### config.mk
export PLATFORM = sky130hd
export DESIGN_NAME = lfsr_trit_stream
export DESIGN_NICKNAME = d
export VERILOG_FILES = /design/src/rtl/lfsr_trit_stream.sv
export SDC_FILE = /design/constraint.sdc
export NUM_CORES = 1
export LEC_CHECK = 0
export CAP_MARGIN = 10
export CORE_MARGIN = 2
export CORE_UTILIZATION = 35
export CTS_CLUSTER_SIZE = 10
export DETAILED_ROUTE_END_ITERATION = 8
export GPL_TIMING_DRIVEN = 0
export PLACE_DENSITY = 0.66
export SYNTH_ARGS = -nofsm -noshare
export SYNTH_HDL_FRONTEND = slang
export SYNTH_SLANG_ARGS = --single-unit
### constraint.sdc
create_clock -name i_clk -period 10.19 [get_ports i_clk]
set_input_delay 2.038 -clock i_clk [delete_from_list [all_inputs] [get_ports i_clk]]
set_output_delay 2.038 -clock i_clk [all_outputs]
set_load 0.01 [all_outputs]
### src/rtl/lfsr_trit_stream.sv
// Pseudo-random balanced-trit source for the nonce path.
// A 64-bit XNOR Fibonacci LFSR feeds a bit collector. Each full collector is
// mapped to 2-bit trits and offered on a registered valid/ready output. The
// LFSR only advances while bits are being collected. The trit stream is
// therefore a pure function of the seed, independent of backpressure.
module lfsr_trit_stream #(
    parameter int unsigned N_TRITS      = 27,
    parameter int unsigned BITS_PER_CLK = 1
) (
    input  logic                   i_clk,
    input  logic                   i_arst,
    input  logic                   i_en,
    input  logic                   i_seed_load,
    input  logic [63:0]            i_seed,
    input  logic                   i_ready,
    output logic                   o_valid,
    output logic [2*N_TRITS-1:0]   o_rnd_trits,
    output logic                   o_seed_err
);

    localparam int unsigned W        = 2 * N_TRITS;
    localparam int unsigned CW       = $clog2(W + 1);
    localparam logic [CW-1:0] CntFull = CW'(W);

    logic [63:0]   lfsr_q, lfsr_d;
    logic [W-1:0]  coll_q, coll_d;
    logic [CW-1:0] cnt_q, cnt_d;
    logic          valid_q, valid_d;
    logic [W-1:0]  trits_q, trits_d;
    logic          seed_err_q, seed_err_d;

    logic [W-1:0]  mapped;
    logic [31:0]   room;
    logic          slot_free;
    logic          fb;

    // Map collector bit pairs onto trits; the pattern 10 folds into 00.
    always_comb begin
        mapped = '0;
        for (int unsigned i = 0; i < N_TRITS; i++) begin
            mapped[2*i]   = coll_q[2*i];
            mapped[2*i+1] = coll_q[2*i+1] & coll_q[2*i];
        end
    end

    // Next state: seed load beats transfer; transfer beats collection.
    always_comb begin
        lfsr_d     = lfsr_q;
        coll_d     = coll_q;
        cnt_d      = cnt_q;
        valid_d    = valid_q;
        trits_d    = trits_q;
        seed_err_d = 1'b0;
        fb         = 1'b0;
        slot_free  = ~valid_q | i_ready;
        room       = W - 32'(cnt_q);

        // A completed handshake empties the slot.
        // A transfer below can refill it.
        if (valid_q && i_ready) begin
            valid_d = 1'b0;
        end

        if (i_seed_load) begin
            // The all-ones seed is the XNOR lock-up state, so it is replaced by zero.
            if (i_seed == '1) begin
                lfsr_d     = '0;
                seed_err_d = 1'b1;
            end else begin
                lfsr_d = i_seed;
            end
            cnt_d = '0;
        end else if (cnt_q == CntFull) begin
            // A full collector with no free slot stalls everything.
            if (slot_free) begin
                trits_d = mapped;
                valid_d = 1'b1;
                cnt_d   = '0;
            end
        end else if (i_en) begin
            // Step at most the bits still missing, so no generated bit is lost.
            for (int unsigned k = 0; k < BITS_PER_CLK; k++) begin
                if (k < room) begin
                    fb     = ~(lfsr_d[63] ^ lfsr_d[62] ^ lfsr_d[60] ^ lfsr_d[59]);
                    lfsr_d = {lfsr_d[62:0], fb};
                    coll_d = {coll_d[W-2:0], fb};
                    cnt_d  = cnt_d + CW'(1);
                end
            end
        end
    end

    // State and registered outputs.
    always_ff @(posedge i_clk or posedge i_arst) begin
        if (i_arst) begin
            lfsr_q     <= '0;
            coll_q     <= '0;
            cnt_q      <= '0;
            valid_q    <= 1'b0;
            trits_q    <= '0;
            seed_err_q <= 1'b0;
        end else begin
            lfsr_q     <= lfsr_d;
            coll_q     <= coll_d;
            cnt_q      <= cnt_d;
            valid_q    <= valid_d;
            trits_q    <= trits_d;
            seed_err_q <= seed_err_d;
        end
    end

    assign o_valid     = valid_q;
    assign o_rnd_trits = trits_q;
    assign o_seed_err  = seed_err_q;

endmodule
==> metrics.md <==
| Metric | Value |
|---|---|
| Outcome | complete, no violations |
| Fillers | between 2000 and 2500 |
| Slew Viols, Final | 0 |
| Max Fclk | ~0.24 GHz |
| CTS Root Cell | clkbuf_16 |
| Layout cells sized above 1 | 0.1257 |
| Placed Area | approximately 9400 um^2 |
| Final #Nets | about 900 |
| Sequential area share after synthesis | 0.5769 |
| Worst-Margin Slew | approximately 980 ps |
| Required @ worst endpoint | roughly 10000 ps |
| First-pass GRT wire length | about 28000 um |
| Design area | ~10000 um^2 |
| Clk_lat worst skew | 430 ps |
| Hold slack | about 470 ps |
| Launching point of the worst reg2reg path | cnt_q[3] |
| Largest net degree at the start of global routing | around 120 |
| CP max FO | 10 |
| Crit path arrival time | approximately 4400 ps |
| Syn Nets | between 700 and 800 |
| Setup Fix Bufs, Post-CTS | 0 |
| Number of I/O port buffers | around 120 |
| Worst min path class | reg -> reg |
| Initial DRC Count | 255 |
| GRT Util Overall | 0.1477 |
| Detail Route Antenna Nets | 0 |
| Die Ht | between 150 and 200 um |
| Vias post-DR | 5514 |
| Layout area overhead | 28.61% |
| Clock transition at path regs | about 70 ps |
| FF+latch count, synth | between 150 and 200 |
| R2R depth | 6 |
| Min Tclk post-route | 4117 ps |
| Critical path capture point type | flop |
| GPL Wtd Cong | between 0.7 and 0.8 |
| Clock Path Buffers | 2 |
| Pre-antenna DRT Iters | 4 |
| Synth cell types | 34 |
| Post-route setup TNS | 0 ps |
| TritonCTS buffer count | 17 |
| Via/cell ratio | between 4 and 5 |
| Hold buffers post-CTS | 0 |
| Hold Fails Final Rpt | 0 |
| Cts repair resizes | 0 |
| Clock skew | between 10 and 15 ps |
| Final wirelength | 16820 um |
| Worst hold stages | 2 |
| DR WL/cell | about 15 um |
| Max transition margin | 0.3391 |
| CTS tree | done |
| Chip width | approximately 150 um |
| Peak VDD IR | between 0.09 and 0.1 mV |
| R2r endpoint | o_rnd_trits[29] |
| Synthesized area per cell | 11.25 um^2 |
| Htree depth | 4 |
| Netlist Area Pre-Place | roughly 7800 um^2 |
| Clk sinks | 180 |
| Setup crit start kind | input pin |
| Cell area power density | 166.7 nW/um^2 |
| Vias in the first global route | around 5600 |
| Most frequent cells in the layout | 196 x nand2_1, 180 x dfrtp_1, 124 x clkdlybuf4s50_1 |
| Antenna violations before repair | 0 |
| Reg2Reg Setup Slack | 7860 ps |
| Final setup vio count | 0 |
| Core ar. | approximately 22000 um^2 |
| Full die area | 23520 um^2 |
| Min-Delay Endpoint | o_rnd_trits[21] |
| Number of I/O pins | 125 |
| Max-Cap Viols | 0 |
| Cells after Synth | 694 |
| Grt total ovfl | 0 |
| Pleak | 4.796 nW |
| Commonest non-fill, non-tap cell in the layout | nand2_1 |
| Unrepaired setup endpoints after global routing | false |
| Core Rows | 54 |
| Final period util | 0.4040 |
| Starting Density | 0.3567 |
| Remaining DRCs | 0 |
| Critical path class | in -> reg |
| DP Wirelength | 12060 um |
| Yosys warns | 0 |
| Ant diodes | 0 |
| Hold Path Origin | o_rnd_trits[21] |
| Total power | approximately 1.7 mW |
==> how the worst max path moves through the flow <==
stage	start	end	slack [ps]	depth (start not counted)
detailed placement	i_seed[26]	lfsr_q[52]	5560	7
floorplan	i_arst	cnt_q[0]	3270	1
global route	i_seed[31]	lfsr_q[52]	5820	7
global placement	i_arst	o_valid	930	2
finish	i_seed[31]	lfsr_q[49]	6070	7
CTS	i_seed[31]	lfsr_q[15]	6010	7
==> kinds of logic (layout without fill, tap and decap cells) <==
logic type / Yosys count / after routing / share of synthesized area
AOI/OAI and AO/OA: 79 / 79 / 0.05529
and+or+nand+nor: 263 / 263 / 0.1436
DFF: 180 / 180 / 0.5769
buffers and inverters: 45 / 202 / 0.02869
muxes: 120 / 120 / 0.1862
xor gates and xnor gates: 4 / 4 / 0.004488
adders and majority gates: 3 / 3 / 0.004808
==> layout make-up <==
type / instances / area, um^2 / area share
Timing Repair Buffer: 125 / 1269 / 0.1264
Multi-Input combinational cell: 469 / 3079 / 0.3067
Clock buffer: 19 / 442.9 / 0.04411
Buffer: 39 / 201.4 / 0.02006
Inverter: 6 / 30.03 / 0.002991
Tap cell: 280 / 350.3 / 0.03489
Clock inverter: 13 / 163.9 / 0.01632
Sequential cell: 180 / 4504 / 0.4486
==> critical path: stages <==
cell and delay (ps):
clkdlybuf4s50_1 510, nand4_1 100, nor4_1 570, a41oi_1 590
clkbuf_1 390, nand2_1 120, o21ai_0 90
==> per-stage QoR <==
| step | std cells | util | setup WS (ps) |
|---|---|---|---|
| final | 1131 | 0.4587 | 6073 |
| after global placement | 1098 | 0.4294 | 926.8 |
| after floorplan | 694 | - | 3265 |
| after CTS | 1131 | 0.4587 | 6011 |
| after detailed placement | 1099 | 0.4310 | 5560 |
| after global routing | 1131 | 0.4587 | 5821 |
==> synthesized netlist by cell type, drive strengths merged <==
library cell	count	share of area
nand2	196	0.094
dfrtp	180	0.58
o21ai	67	0.043
mux2i	65	0.083
mux2	55	0.10
nand3	29	0.019
clkbuf	25	0.012
nand4	20	0.017
buf	14	0.014
inv	6	0.0029
nor2	5	0.0024
nor4	4	0.0032
a21oi	3	0.0019
ha	3	0.0048
nor2b	3	0.0024
a221oi	2	0.0022
xnor2	2	0.0022
xor2	2	0.0022
a21bo	1	0.0013
a221o	1	0.0013
a311oi	1	0.0011
a41oi	1	0.0011
and2	1	0.0011
and3	1	0.00096
nand2b	1	0.00080
nor3	1	0.0013
nor3b	1	0.00096
o211a	1	0.0013
o21bai	1	0.00096
o2bb2ai	1	0.0011
or3	1	0.00080
==> report_power, final <==
| group | switching, mW | internal (mW) | total, mW |
|---|---|---|---|
| Sequential | 0.0472 | 0.775 | 0.822 |
| Combinational | 0.0735 | 0.106 | 0.180 |
| Clock | 0.295 | 0.377 | 0.672 |
==> per-layer routing <==
| metal | up-vias | GRT usage | routed length [um] |
|---|---|---|---|
| li1 | 2654 | - | - |
| met1 | 2700 | 0.2007 | 8118 |
| met2 | 138 | 0.2402 | 7749 |
| met3 | 22 | 0.03034 | 692 |
| met4 | 0 | 0.04325 | 262 |
| met5 | - | 0 | 0 |
==> sequential cells by signal, indices dropped and copies added, names as in the netlist <==
signal       count
lfsr_q          64
cnt_q            6
o_seed_err       1
coll_q          54
o_rnd_trits     54
o_valid          1
No activity file was read; power rests on OpenSTA's default activity.
